$ cat config.mk
export PLATFORM = sky130hd
export DESIGN_NAME = unidade_emissao_flat
export DESIGN_NICKNAME = d
export VERILOG_FILES = /design/src/rtl/unidade_emissao_if.sv /design/src/rtl/unidade_emissao.sv /design/src/flat_wrapper.sv
export SDC_FILE = /design/constraint.sdc
export NUM_CORES = 1
export LEC_CHECK = 0
export ABC_AREA = 1
export BUFFER_PORTS_ARGS = -buffer_cell sky130_fd_sc_hd__buf_2
export CORE_AREA = 2 2 68 70
export CTS_BUF_LIST = sky130_fd_sc_hd__clkbuf_2 sky130_fd_sc_hd__clkbuf_4 sky130_fd_sc_hd__clkbuf_8
export DETAILED_ROUTE_END_ITERATION = 7
export DIE_AREA = 0 0 70 72
export PLACE_DENSITY_LB_ADDON = 0.3
export SLEW_MARGIN = 20
export SYNTH_ARGS = -nofsm -noshare
export SYNTH_HDL_FRONTEND = slang
export SYNTH_SLANG_ARGS = --single-unit
$ cat constraint.sdc
create_clock -name clock -period 5.16 [get_ports clock]
set_clock_uncertainty 0.1 [all_clocks]
set_input_delay 1.032 -clock clock [delete_from_list [all_inputs] [get_ports clock]]
set_output_delay 1.032 -clock clock [all_outputs]
set_load 0.01 [all_outputs]
$ cat src/rtl/unidade_emissao_if.sv
// Issue-stage bus: instruction-queue handshake, reservation-station free flags,
// dispatch fields and status outputs of unidade_emissao.
// master = issue unit side, slave = queue / reservation-station / observer side.
interface unidade_emissao_if;
    logic        instInEn;
    logic [15:0] instIn;
    logic        disponivel;
    logic        rsArithLivre;
    logic        rsMemLivre;
    logic        issueValid;
    logic        issueMem;
    logic [3:0]  issueOp;
    logic [3:0]  issueRd;
    logic [3:0]  issueRs;
    logic [3:0]  issueRt;
    logic        illegalOp;
    logic        overflowErr;
    logic [15:0] stallCount;

    modport master (
        input  instInEn, instIn, rsArithLivre, rsMemLivre,
        output disponivel, issueValid, issueMem, issueOp, issueRd, issueRs, issueRt,
        output illegalOp, overflowErr, stallCount
    );

    modport slave (
        output instInEn, instIn, rsArithLivre, rsMemLivre,
        input  disponivel, issueValid, issueMem, issueOp, issueRd, issueRs, issueRt,
        input  illegalOp, overflowErr, stallCount
    );
endinterface

$ cat src/rtl/unidade_emissao.sv
// Issue stage: pulls instructions from the instruction queue into a small in-order
// buffer and dispatches the head to the arithmetic or load/store reservation station.
// Optional feature macro: STALL_CNT_EN enables the saturating stall-cycle counter;
// without it stallCount is tied to zero.
module unidade_emissao #(
    parameter int unsigned DEPTH = 2
) (
    input logic               clock,
    input logic               reset,
    unidade_emissao_if.master bus
);

    localparam int unsigned CW = $clog2(DEPTH + 1);
    localparam int unsigned PW = (DEPTH > 1) ? $clog2(DEPTH) : 1;
    localparam logic [PW-1:0] LAST_PTR = PW'(DEPTH - 1);

    logic [15:0]   buffer [DEPTH];
    logic [PW-1:0] head;
    logic [PW-1:0] tail;
    logic [CW-1:0] count;

    logic [15:0] head_word;
    logic [3:0]  head_op;
    logic        head_valid;
    logic        head_illegal;
    logic        head_is_mem;
    logic        head_ready;
    logic        pop;
    logic        dispatch;
    logic        push;
    logic        write_ok;
    logic        drop;

    function automatic logic [PW-1:0] ptr_inc(input logic [PW-1:0] p);
        return (p == LAST_PTR) ? '0 : p + 1'b1;
    endfunction

    // Decode the head entry and decide push/pop for this edge
    always_comb begin
        head_word    = buffer[head];
        head_op      = head_word[15:12];
        head_valid   = (count != '0);
        head_illegal = (head_op[3:2] != 2'b00);
        head_is_mem  = head_op[1];
        head_ready   = head_is_mem ? bus.rsMemLivre : bus.rsArithLivre;
        pop          = head_valid && (head_illegal || head_ready);
        dispatch     = pop && !head_illegal;
        push         = bus.instInEn;
        // At full a push is still legal when the head leaves on the same edge
        write_ok     = push && ((count != CW'(DEPTH)) || pop);
        drop         = push && !write_ok;
    end

    // Only registered count feeds the request, leaving room for the word in flight
    assign bus.disponivel = !reset && (count <= CW'(DEPTH - 2));

    // Buffer storage; reset only needs to clear the occupancy, not the data
    always_ff @(posedge clock) begin
        if (write_ok) begin
            buffer[tail] <= bus.instIn;
        end
    end

    // Pointers and occupancy
    always_ff @(posedge clock or posedge reset) begin
        if (reset) begin
            head  <= '0;
            tail  <= '0;
            count <= '0;
        end else begin
            if (write_ok) begin
                tail <= ptr_inc(tail);
            end
            if (pop) begin
                head <= ptr_inc(head);
            end
            if (write_ok && !pop) begin
                count <= count + 1'b1;
            end else if (!write_ok && pop) begin
                count <= count - 1'b1;
            end
        end
    end

    // Registered dispatch outputs; fields hold their last dispatched value
    always_ff @(posedge clock or posedge reset) begin
        if (reset) begin
            bus.issueValid <= 1'b0;
            bus.illegalOp  <= 1'b0;
            bus.issueMem   <= 1'b0;
            bus.issueOp    <= 4'h0;
            bus.issueRd    <= 4'h0;
            bus.issueRs    <= 4'h0;
            bus.issueRt    <= 4'h0;
        end else begin
            bus.issueValid <= dispatch;
            bus.illegalOp  <= pop && head_illegal;
            if (dispatch) begin
                bus.issueMem <= head_is_mem;
                bus.issueOp  <= head_op;
                bus.issueRd  <= head_word[11:8];
                bus.issueRs  <= head_word[7:4];
                bus.issueRt  <= head_word[3:0];
            end
        end
    end

    // Sticky overflow flag: a word arrived with nowhere to go
    always_ff @(posedge clock or posedge reset) begin
        if (reset) begin
            bus.overflowErr <= 1'b0;
        end else if (drop) begin
            bus.overflowErr <= 1'b1;
        end
    end

`ifdef STALL_CNT_EN
    logic        stall;
    logic [15:0] stall_cnt;

    assign stall = head_valid && !head_illegal && !head_ready;

    // Saturating count of edges where a legal head waits for its station
    always_ff @(posedge clock or posedge reset) begin
        if (reset) begin
            stall_cnt <= 16'h0000;
        end else if (stall && (stall_cnt != 16'hFFFF)) begin
            stall_cnt <= stall_cnt + 16'h0001;
        end
    end

    assign bus.stallCount = stall_cnt;
`else
    assign bus.stallCount = 16'h0000;
`endif

endmodule

$ cat src/flat_wrapper.sv
// flat-port wrapper written by rule: the top's interface ports become plain ports
module unidade_emissao_flat 
#(
    parameter int unsigned DEPTH = 2
)
  (clock, reset, bus_instInEn, bus_instIn, bus_rsArithLivre, bus_rsMemLivre, bus_disponivel, bus_issueValid, bus_issueMem, bus_issueOp, bus_issueRd, bus_issueRs, bus_issueRt, bus_illegalOp, bus_overflowErr, bus_stallCount);
  unidade_emissao_if bus_i ();
  input logic clock;
  input logic reset;
  input wire logic [$bits(bus_i.instInEn)-1:0] bus_instInEn;
  input wire logic [$bits(bus_i.instIn)-1:0] bus_instIn;
  input wire logic [$bits(bus_i.rsArithLivre)-1:0] bus_rsArithLivre;
  input wire logic [$bits(bus_i.rsMemLivre)-1:0] bus_rsMemLivre;
  output wire logic [$bits(bus_i.disponivel)-1:0] bus_disponivel;
  output wire logic [$bits(bus_i.issueValid)-1:0] bus_issueValid;
  output wire logic [$bits(bus_i.issueMem)-1:0] bus_issueMem;
  output wire logic [$bits(bus_i.issueOp)-1:0] bus_issueOp;
  output wire logic [$bits(bus_i.issueRd)-1:0] bus_issueRd;
  output wire logic [$bits(bus_i.issueRs)-1:0] bus_issueRs;
  output wire logic [$bits(bus_i.issueRt)-1:0] bus_issueRt;
  output wire logic [$bits(bus_i.illegalOp)-1:0] bus_illegalOp;
  output wire logic [$bits(bus_i.overflowErr)-1:0] bus_overflowErr;
  output wire logic [$bits(bus_i.stallCount)-1:0] bus_stallCount;
  assign bus_i.instInEn = bus_instInEn;
  assign bus_i.instIn = bus_instIn;
  assign bus_i.rsArithLivre = bus_rsArithLivre;
  assign bus_i.rsMemLivre = bus_rsMemLivre;
  assign bus_disponivel = bus_i.disponivel;
  assign bus_issueValid = bus_i.issueValid;
  assign bus_issueMem = bus_i.issueMem;
  assign bus_issueOp = bus_i.issueOp;
  assign bus_issueRd = bus_i.issueRd;
  assign bus_issueRs = bus_i.issueRs;
  assign bus_issueRt = bus_i.issueRt;
  assign bus_illegalOp = bus_i.illegalOp;
  assign bus_overflowErr = bus_i.overflowErr;
  assign bus_stallCount = bus_i.stallCount;
  unidade_emissao #(.DEPTH(DEPTH)) u_core (.clock(clock), .reset(reset), .bus(bus_i));
endmodule
==> run metrics <==
number of hold buffers added after CTS=0; sequential share of power=0.514; clock network fraction of design power=0.181; number of violations reported at the end of detailed-routing iteration 0=64; crit end category=output port; setup repair after global routing missed its margin=no; Crit Path Category=in -> out; number of flip-flops and latches in the synthesized netlist=55; CTS buffer count=5; antenna violations before repair=0; Synth Area per Inst=10.8 sq um; antenna cell count=0; critical path data arrival time=1.35 ns; leak pwr=1.28 nW; total via count in the routed design=around 1.4k; buffer type at the clock tree root=clkbuf_8; clock slew at the register clock pins of the worst setup and hold paths=around 0.090 ns; total negative setup slack=0 ns; synthesized cell area=2270 sq um; CP most frequent cell=buf_2; number of gates given a new drive strength after cts=0; Final Max Slew Viols=0; peak fanout along the critical path=2; timing endpoint of the critical path=bus_disponivel; ports placed on the boundary=58; Critical R2R Capture=u_core.count[1]$_DFFE_PP0P_; starting utilization of the core area=0.532; maximum number of buffers from clock root to sink=2; die height=72 microns; post-detailed-route DRC marker count=0; internal power=0.816 mW; logic depth of the worst register-to-register path=11; wire length of the first global-routing pass=5650 microns; DR vias/cell=approximately 4.5; met2 usage in global routing=0.251; post-synthesis sequential area ratio=0.678; Routed wire per std cell=11.4 microns; number of standard-cell rows in the floorplan=24; Die ar.=5040 sq um; met3 track demand over resource=0.0403; post-CTS setup buffer count=0; run status=complete, no violations; clock tree from TritonCTS=built; power density over cell area=496 nW/um^2; Slowest Stage Delay on Critical Path=0.13 ns; commonest cells after routing, fill and taps aside=nand2_1 (94), buf_2 (41), edfxtp_1 (32); area leader, netlist=edfxtp_1; Final Hold Vio Count=0; global router's overall resource usage=0.148; nets@finish=273; startpoint of the lowest-slack register-to-register path=u_core.head$_DFFE_PP0N_; register-to-register setup slack=2.69 ns; chip width=70 microns; layout cell share with drive strength beyond 1=0.234; top cells by area, synth=edfxtp_1 (42%), dfrtp_1 (25%), nand2_1 (16%); Cell variety after synth=22; sequence of cells on the critical path=buf_2, nor2_1, buf_2; number of setup violations in the final report=0; proportion of total power due to net switching=0.349; reported max-cap violation count=0; Yosys top cell area share=0.424; Post-Place Worst Slack=between 2 and 3 ns; switching power total=0.437 mW; largest net degree at the start of global routing=24; total overflow reported by the global router=0; synthesis warning total=0; crit share post-route=0.480; Skew-Pair Late Insertion Delay=0.30 ns; Worst Path Required=about 4.0 ns; buffers added on ports=41; transition time of the tightest slew-check pin=0.857 ns; worst hold-check path type=reg -> reg; most used routing layer in global routing=met2; CTS sink count=55; antenna viol nets, final=0; clock period minus worst slack=2.48 ns; origin of the worst setup path=reset; area added between synthesis and finish=11.5%; Detailed Routing Iterations Pass 1=6; worst slew slack as a fraction of its limit=0.428; routing usage on met1=0.175; worst hold-check slack=0.368 ns; vias in the first global route=about 1.3k; CP Launch Type=input port; final wirelength=3470 microns; max frequency=404 MHz; Clock H-tree levels=2; slack of the critical path=2.68 ns; routability congestion estimate from global placement=0.736; IR drop worst, VDD=0.228 mV; placed wire-length estimate after detailed placement=2460 microns; combinational share of power=0.306; Slowest-stage cell, CP=buf_2; number of instances in the synthesized netlist=209; area of the placeable core=4260 sq um; most frequent standard cell in the layout excluding fill and tap cells=nand2_1
-- critical path, delay by kind of cell --
family | cells | cell delay [ns]
buffers and inverters | 2 | 0.23
and+or+nand+nor | 1 | 0.08
-- stage by stage --
stage          instance area (sq um)  cells  power [mW]   util
3_5_place_dp                    2440    296        1.05  0.572
2_1_floorplan                   2320    224       0.936      -
3_3_place_gp                    2440    296        1.03  0.572
6_report                        2530    304        1.25  0.593
5_1_grt                         2530    304        1.35  0.593
4_1_cts                         2530    304        1.27  0.593
-- sequential cells by signal, summed over array words and instances (netlist names) --
register,count
u_core.bus.illegalOp,1
u_core.bus.issueRt,4
u_core.count,2
u_core.bus.issueValid,1
u_core.bus.overflowErr,1
u_core.bus.issueRs,4
u_core.tail,1
u_core.bus.issueRd,4
u_core.head,1
u_core.bus.issueOp,4
u_core.buffer,32
-- cell usage after synthesis --
cell,count
conb_1,1
inv_4,2
o21ai_0,2
ha_1,1
a21oi_1,1
nand3_2,2
xor2_1,1
nor2_1,5
dfrtp_1,23
nand2_2,3
nand2_1,94
buf_4,19
o21bai_1,1
nand4_1,1
xnor2_1,1
nand3_4,1
inv_1,12
edfxtp_1,32
nand3_1,3
clkbuf_1,2
buf_6,1
nor2_2,1
-- cell type report --
class | count | area [sq um]
timing repair buffer | 42 | 213
clock inverter | 3 | 18.8
inverter | 14 | 57.6
clock buffer | 5 | 68.8
sequential | 55 | 1540
multi-input combinational | 133 | 568
tap | 52 | 65.1
fill | 374 | 1740
-- worst min path at each step --
stage	start	end	slack [ns]	depth (start not counted)
after floorplan	u_core.tail$_DFFE_PP0N_	u_core.tail$_DFFE_PP0N_	0.34	2
after global placement	u_core.bus.issueOp[2]$_DFFE_PP0P_	u_core.bus.issueOp[2]$_DFFE_PP0P_	0.34	2
after detailed placement	u_core.bus.issueOp[2]$_DFFE_PP0P_	u_core.bus.issueOp[2]$_DFFE_PP0P_	0.35	2
after CTS	u_core.bus.issueOp[2]$_DFFE_PP0P_	u_core.bus.issueOp[2]$_DFFE_PP0P_	0.37	2
after global routing	u_core.bus.issueRd[1]$_DFFE_PP0P_	u_core.bus.issueRd[1]$_DFFE_PP0P_	0.40	2
final	u_core.bus.issueOp[2]$_DFFE_PP0P_	u_core.bus.issueOp[2]$_DFFE_PP0P_	0.37	2
-- power by group through the flow --
stage / registers (mW) / logic [mW] / clock network, mW
after global placement: 0.652 / 0.382 / 0
after detailed placement: 0.654 / 0.392 / 0
after global routing: 0.659 / 0.439 / 0.254
after CTS: 0.645 / 0.391 / 0.234
after floorplan: 0.659 / 0.277 / 0
final: 0.644 / 0.383 / 0.227
-- metal layers --
metal / wire [microns] / up-vias
li1: - / 708
met1: 1530 / 621
met2: 1660 / 49
met3: 207 / 4
met4: 71 / 0
met5: 0 / -
-- logic make-up (layout without fill, tap and decap cells) --
kind of cell | after synthesis | after routing | synth area share
AOI/OAI and AO/OA | 4 | 4 | 0.00993
xor gates and xnor gates | 2 | 2 | 0.00773
adders and majority gates | 1 | 1 | 0.00552
buffers and inverters | 36 | 64 | 0.0966
DFF | 55 | 55 | 0.678
other | 1 | 16 | 0.00165
and+or+nand+nor | 110 | 110 | 0.201
(Power assumes the default switching activity.)
